--- src/rtl/dt_pkg.sv ---
// Shared definitions for the distance-transform engine and its sti pack/unpack paths.
// The pixel <-> (word, bit) mapping lives here so both directions agree.
package dt_pkg;

  localparam int unsigned RES_AW   = 14;
  localparam int unsigned STI_AW   = 10;
  localparam int unsigned PIX_W    = 8;
  localparam int unsigned WORD_W   = 16;
  localparam int unsigned IMG_SIDE = 128;

  typedef enum logic [1:0] {
    StIdle,
    StRun,
    StFlush,
    StDone
  } pack_state_e;

  // sti word holding pixel address a
  function automatic logic [STI_AW-1:0] pix_word(input logic [RES_AW-1:0] addr);
    return addr[RES_AW-1:4];
  endfunction

  // Bit position inside that word; leftmost pixel is the MSB
  function automatic logic [3:0] pix_bit(input logic [RES_AW-1:0] addr);
    return 4'(WORD_W - 1) - addr[3:0];
  endfunction

  function automatic logic [RES_AW-1:0] word_bit_addr(input logic [STI_AW-1:0] word_idx,
                                                      input logic [3:0]        bit_idx);
    return {word_idx, 4'(WORD_W - 1) - bit_idx};
  endfunction

endpackage

--- src/rtl/bit_packer16.sv ---
// Serial-to-parallel packer: shifts captured bits in MSB-first and presents each full
// word for one cycle on a registered valid, without a bubble between words.
module bit_packer16 #(
  parameter int unsigned WORD_W = 16
) (
  input  logic              clk,
  input  logic              reset,
  input  logic              clear_i,
  input  logic              cap_i,
  input  logic              bit_i,
  output logic              last_o,
  output logic              word_vld_o,
  output logic [WORD_W-1:0] word_o
);

  localparam int unsigned CntW = $clog2(WORD_W);

  logic [CntW-1:0]   fill_q, fill_d;
  logic [WORD_W-1:0] shift_q, shift_d;
  logic [WORD_W-1:0] word_q, word_d;
  logic              vld_q, vld_d;

  // High on the capture that completes a word
  assign last_o     = cap_i && (fill_q == CntW'(WORD_W - 1));
  assign word_vld_o = vld_q;
  assign word_o     = word_q;

  always_comb begin
    shift_d = shift_q;
    fill_d  = fill_q;
    word_d  = word_q;
    vld_d   = 1'b0;
    if (clear_i) begin
      shift_d = '0;
      fill_d  = '0;
    end else if (cap_i) begin
      shift_d = {shift_q[WORD_W-2:0], bit_i};
      fill_d  = fill_q + CntW'(1);
      if (last_o) begin
        word_d = shift_d;
        vld_d  = 1'b1;
      end
    end
  end

  always_ff @(posedge clk or posedge reset) begin
    if (reset) begin
      shift_q <= '0;
      fill_q  <= '0;
      word_q  <= '0;
      vld_q   <= 1'b0;
    end else begin
      shift_q <= shift_d;
      fill_q  <= fill_d;
      word_q  <= word_d;
      vld_q   <= vld_d;
    end
  end

endmodule

--- src/rtl/sti_packer.sv ---
// Reads the 128x128 res image, thresholds each pixel to one bit, packs 16 per word into
// sti format and counts foreground pixels. Every output is a flop.
module sti_packer #(
  parameter int unsigned RES_AW = dt_pkg::RES_AW,
  parameter int unsigned STI_AW = dt_pkg::STI_AW,
  parameter int unsigned PIX_W  = dt_pkg::PIX_W,
  parameter int unsigned WORD_W = dt_pkg::WORD_W
) (
  input  logic              clk,
  input  logic              reset,
  input  logic              start,
  output logic              busy,
  output logic              done,
  output logic              res_rd,
  output logic [RES_AW-1:0] res_addr,
  input  logic [PIX_W-1:0]  res_di,
  output logic              sti_wr,
  output logic [STI_AW-1:0] sti_addr,
  output logic [WORD_W-1:0] sti_do,
  output logic [RES_AW:0]   fg_count
);

  import dt_pkg::*;

  pack_state_e       state_q, state_d;
  logic              busy_q, busy_d;
  logic              done_q, done_d;
  logic              res_rd_q, res_rd_d;
  logic [RES_AW-1:0] res_addr_q, res_addr_d;
  logic              rd_dly_q;
  logic [RES_AW-1:0] pix_addr_q, pix_addr_d;
  logic [STI_AW-1:0] sti_addr_q, sti_addr_d;
  logic [RES_AW:0]   acc_q, acc_d;
  logic [RES_AW:0]   fg_count_q, fg_count_d;

  logic              clear;
  logic              cap_bit;
  logic              last_cap;
  logic              pk_vld;
  logic [WORD_W-1:0] pk_word;

  assign cap_bit = (res_di != '0);

  bit_packer16 #(
    .WORD_W (WORD_W)
  ) u_packer (
    .clk        (clk),
    .reset      (reset),
    .clear_i    (clear),
    .cap_i      (rd_dly_q),
    .bit_i      (cap_bit),
    .last_o     (last_cap),
    .word_vld_o (pk_vld),
    .word_o     (pk_word)
  );

  always_comb begin
    state_d    = state_q;
    busy_d     = busy_q;
    done_d     = 1'b0;
    res_rd_d   = res_rd_q;
    res_addr_d = res_addr_q;
    fg_count_d = fg_count_q;
    clear      = 1'b0;

    unique case (state_q)
      StIdle: begin
        if (start) begin
          state_d    = StRun;
          busy_d     = 1'b1;
          res_rd_d   = 1'b1;
          res_addr_d = '0;
          clear      = 1'b1;
        end
      end
      StRun: begin
        if (res_addr_q == {RES_AW{1'b1}}) begin
          state_d  = StFlush;
          res_rd_d = 1'b0;
        end else begin
          res_addr_d = res_addr_q + RES_AW'(1);
        end
      end
      StFlush: begin
        // The only write seen in FLUSH is the final word
        if (pk_vld) begin
          state_d    = StDone;
          busy_d     = 1'b0;
          done_d     = 1'b1;
          fg_count_d = acc_q;
        end
      end
      StDone: begin
        state_d = StIdle;
      end
      default: state_d = StIdle;
    endcase

    pix_addr_d = res_rd_q ? res_addr_q : pix_addr_q;
    sti_addr_d = last_cap ? pix_word(pix_addr_q) : sti_addr_q;

    acc_d = acc_q;
    if (clear) begin
      acc_d = '0;
    end else if (rd_dly_q && cap_bit) begin
      acc_d = acc_q + (RES_AW + 1)'(1);
    end
  end

  always_ff @(posedge clk or posedge reset) begin
    if (reset) begin
      state_q    <= StIdle;
      busy_q     <= 1'b0;
      done_q     <= 1'b0;
      res_rd_q   <= 1'b0;
      res_addr_q <= '0;
      rd_dly_q   <= 1'b0;
      pix_addr_q <= '0;
      sti_addr_q <= '0;
      acc_q      <= '0;
      fg_count_q <= '0;
    end else begin
      state_q    <= state_d;
      busy_q     <= busy_d;
      done_q     <= done_d;
      res_rd_q   <= res_rd_d;
      res_addr_q <= res_addr_d;
      rd_dly_q   <= res_rd_q;
      pix_addr_q <= pix_addr_d;
      sti_addr_q <= sti_addr_d;
      acc_q      <= acc_d;
      fg_count_q <= fg_count_d;
    end
  end

  assign busy     = busy_q;
  assign done     = done_q;
  assign res_rd   = res_rd_q;
  assign res_addr = res_addr_q;
  assign sti_wr   = pk_vld;
  assign sti_addr = sti_addr_q;
  assign sti_do   = pk_word;
  assign fg_count = fg_count_q;

endmodule
--- config.mk ---
export PLATFORM = sky130hd
export DESIGN_NAME = sti_packer
export DESIGN_NICKNAME = d
export VERILOG_FILES = /design/src/rtl/dt_pkg.sv /design/src/rtl/bit_packer16.sv /design/src/rtl/sti_packer.sv
export SDC_FILE = /design/constraint.sdc
export NUM_CORES = 1
export LEC_CHECK = 0
export CORE_ASPECT_RATIO = 1.4
export CORE_MARGIN = 2
export CORE_UTILIZATION = 49
export DETAILED_ROUTE_END_ITERATION = 10
export GPL_ROUTABILITY_DRIVEN = 0
export PLACE_DENSITY = 0.76
export SYNTH_ARGS = -nofsm -noshare
export SYNTH_HDL_FRONTEND = slang
export SYNTH_SLANG_ARGS = --single-unit
--- constraint.sdc ---
create_clock -name clk -period 3.32 [get_ports clk]
set_clock_uncertainty 0.15 [all_clocks]
set_input_delay 0.664 -clock clk [delete_from_list [all_inputs] [get_ports clk]]
set_output_delay 0.664 -clock clk [all_outputs]
set_load 0.01 [all_outputs]
==> impl_results.rst <==
.. list-table::
   :header-rows: 1

   * - Metric
     - Value
   * - Status
     - complete, no violations
   * - FP Rows
     - 41
   * - IO Count
     - 70
   * - Total number of vias
     - 3230
   * - Busiest layer in global routing
     - met2
   * - Count of final setup violators
     - 0
   * - Unrepaired setup endpoints after global routing
     - no
   * - Share of the synthesized area in the top cell type
     - 57.5%
   * - Core box area
     - 9080 sq um
   * - DP HPWL
     - 6200 um
   * - Capturing element type of the critical path
     - output pin
   * - Number of input and output port buffers inserted
     - 69
   * - Endpoint of the worst hold path
     - fg_count[13]$_DFFE_PP0P_
   * - Biggest area contributors in the synthesized netlist
     - dfrtp_1, mux2_2, mux2i_1
   * - Number of buffers and inverters on the critical path
     - 1
   * - Power Dens Cells
     - 671 nW/um^2
   * - Synthesis-to-layout area growth
     - 24.8%
   * - Critical Path Fanout Max
     - 10
   * - Critical path data arrival time
     - 1510 ps
   * - Data required, critical path
     - 2510 ps
   * - DIE WIDTH
     - 86.0 um
   * - Maximum resistive drop on vdd
     - 0.000356 V
   * - Combinational power share
     - 25.8%
   * - Critical path class
     - flop to output pin
   * - Clock Pin Slew Worst Setup and Hold Paths
     - 70 ps
   * - Aggregate global-route resource usage
     - 20.1%
   * - Reg-to-reg critical path startpoint
     - res_addr[0]$_DFFE_PP0P_
   * - Register area
     - 2650 sq um
   * - Skew-Pair Late Insertion Delay
     - 340 ps
   * - Sequential fraction of the synthesis area
     - 57.5%
   * - Slew Viols, Final
     - 0
   * - Clock H-tree levels
     - 3
   * - #FFs+latches synth
     - 106
   * - Total Wirelength
     - 9250 um
   * - Sequential cell fraction of total power
     - 45.9%
   * - Worst Reg2Reg Path Length in Cells
     - 5
   * - Post-cts repair resize count
     - 0
   * - Total inserted antenna cells
     - 0
   * - Area of combinational cells with multiple inputs
     - 1840 sq um
   * - Clock sinks
     - 106
   * - Critical R2R Capture
     - state_q[1]$_DFFE_PP0P_
   * - Net Sw Frac
     - 29.9%
   * - Cell-internal power
     - 2700 uW
   * - Cell accounting for the most synthesized area
     - dfrtp_1
   * - Number of cells on the worst hold path
     - 2
   * - Main synth FF type
     - dfrtp_1
   * - Post-CTS setup buffer count
     - 0
   * - Antenna violations before repair
     - 0
   * - Dpl ws
     - 730 ps
   * - Pin count of the biggest net entering global routing
     - 107
   * - Count of unresolved DRC violations after routing
     - 0
   * - EDFF count, synth
     - 0
   * - Syn Area/Cell
     - 12.1 sq um
   * - Switching pwr
     - 1160 uW
   * - Min cycle time layout
     - 2330 ps
   * - Cell area after synthesis
     - 4610 sq um
   * - Leakage
     - 0.00263 uW
   * - TritonCTS Buffers
     - 9
   * - Overall power consumption
     - 3860 uW
   * - Number of instances in the synthesized netlist
     - 380
   * - CP top delay family
     - buffers and inverters
   * - Sum of overflow across all layers after global routing
     - 0
   * - Worst Slack Setup Final
     - 995 ps
   * - F_max
     - 430 MHz
   * - Count of nets after finishing
     - 469
   * - Startpoint kind of the worst setup timing path
     - flop
   * - Layout cell share with drive strength beyond 1
     - 18.2%
   * - Delay of the slowest critical-path stage
     - 620 ps
   * - Yosys warnings
     - 0
   * - Slew @ Worst Pin
     - 727 ps
   * - Final hold violation count
     - 0
   * - Height of the die
     - 119 um
   * - Post-cts hold buffer count
     - 0
   * - R2r setup slk
     - 990 ps
   * - Sum of negative setup slack
     - 0 ps
   * - Die Area
     - 10200 sq um
   * - Slew headroom
     - 51.1%
   * - WL/cell
     - 16.4 um
   * - Final critical-path share of the clock period
     - 70.0%
   * - Met3 track utilization from global routing
     - 4.96%
   * - Startpoint of the lowest-slack hold path
     - fg_count[13]$_DFFE_PP0P_
   * - First-pass GRT wire length
     - 16400 um
   * - Worst Hold Class
     - flop to flop
   * - Via count of the first global-routing pass
     - 3429
   * - Async SR Flop Fraction
     - 100%
   * - Post-Synthesis Net Count
     - 397
   * - Cell at the slowest stage of the critical path
     - clkdlybuf4s50_1
   * - Number of max-cap violations
     - 0
   * - TritonCTS clock tree
     - built
   * - Portion of total power attributed to the clock network
     - 28.4%
   * - Filler cell count in the final layout
     - 698
   * - CP Cell Sequence
     - clkdlybuf4s50_1
   * - Most common cell after layout, fill and taps aside
     - dfrtp_1
   * - Drt via density
     - 5.73
   * - 1st-iter DRT viols
     - 173
   * - First-pass detailed-route iteration total
     - 4
   * - Met2 Resource Use GR
     - 32.9%
   * - Clock buffer depth
     - 2
   * - Antenna Violating Nets Remaining
     - 0
   * - Distinct cells, synth
     - 51
   * - Met1 Usage GRT
     - 25.5%
   * - Starting utilization of the core area
     - 50.8%
   * - Clk root buf
     - clkbuf_16
   * - Highest-count cells in the layout ignoring fill and taps
     - dfrtp_1, clkdlybuf4s50_1, mux2_2, nor2_1, nand2_1
-- worst max-delay path by stage --
| stage | slack [ps] | start | end | cells after the start |
|---|---|---|---|---|
| floorplan | 1070 | res_addr[0]$_DFFE_PP0P_ | state_q[1]$_DFFE_PP0P_ | 6 |
| global placement | 740 | res_di[0] | acc_q[14]$_DFFE_PP0P_ | 6 |
| detailed placement | 730 | res_di[0] | acc_q[14]$_DFFE_PP0P_ | 6 |
| CTS | 990 | res_addr[8]$_DFFE_PP0P_ | res_addr[8] | 1 |
| global route | 860 | res_addr[0]$_DFFE_PP0P_ | state_q[1]$_DFFE_PP0P_ | 5 |
| finish | 990 | res_addr[8]$_DFFE_PP0P_ | res_addr[8] | 1 |
-- Yosys cell counts, drive strengths merged (8+ instances only) --
library cell and n:
a21oi 16, buf 12, dfrtp 106, inv 11, mux2 51, mux2i 18
nand2 19, nand3 11, nand4 8, nor2 34, o21ai 12, or3 9
-- sequential cells by signal, summed over array words and instances, names as in the netlist --
register and count:
done 1, u_packer.word_o 16, u_packer.shift_q 15, pix_addr_q 10
state_q 2, sti_addr 10, u_packer.word_vld_o 1, res_rd 1
fg_count 15, acc_q 15, busy 1, res_addr 14
u_packer.fill_q 4, rd_dly_q 1
-- cell families (layout without fill, tap and decap cells) --
family                   after synthesis  after routing  share of synthesized area, %
AND/OR/NAND/NOR                      107            107                          12.1
flip-flops                           106            106                          57.5
multiplexers                          69             69                          16.4
AO/OA/AOI/OAI                         55             55                          8.11
buffers and inverters                 28            105                          2.63
XOR/XNOR                               9              9                          1.71
adder cells (fa/ha/maj)                6              6                          1.63
-- worst reg2reg max path, cell delays in order, from the launching register on --
cell and delay [ps]:
dfrtp_1 430, ha_1 280, nand4_1 210, or4_4 610, a21oi_2 200, mux2_1 330
-- area by class of cell --
class                      count  area share, %
sequential                   106           46.1
clock inverter                 5           1.07
timing repair buffer          78           13.4
multi-input combinational    246           32.0
inverter                      11          0.783
tap                          107           2.33
clock buffer                  11           4.39
-- metrics by stage --
step                cell area, sq um  utilization [%]  std cells  hold slack (ps)
floorplan                       4620                -        380              327
global placement                5440             59.9        548              317
detailed placement              5440             59.9        548              339
CTS                             5760             63.4        564              355
global route                    5760             63.4        564              368
finish                          5760             63.4        564              350
-- power groups by stage --
| stage | registers, uW | clock network [uW] | logic, uW |
|---|---|---|---|
| after floorplan | 1800 | 0 | 568 |
| after global placement | 1780 | 0 | 966 |
| after detailed placement | 1800 | 0 | 1000 |
| after CTS | 1780 | 1120 | 1010 |
| after global routing | 1810 | 1180 | 1110 |
| final | 1770 | 1090 | 995 |
-- per-layer routing --
layer,part of all wire [%],vias up
li1,-,1521
met1,42,1606
met2,51,89
met3,5.4,14
met4,1.6,0
met5,0,-
No activity file was read; power rests on OpenSTA's default activity.
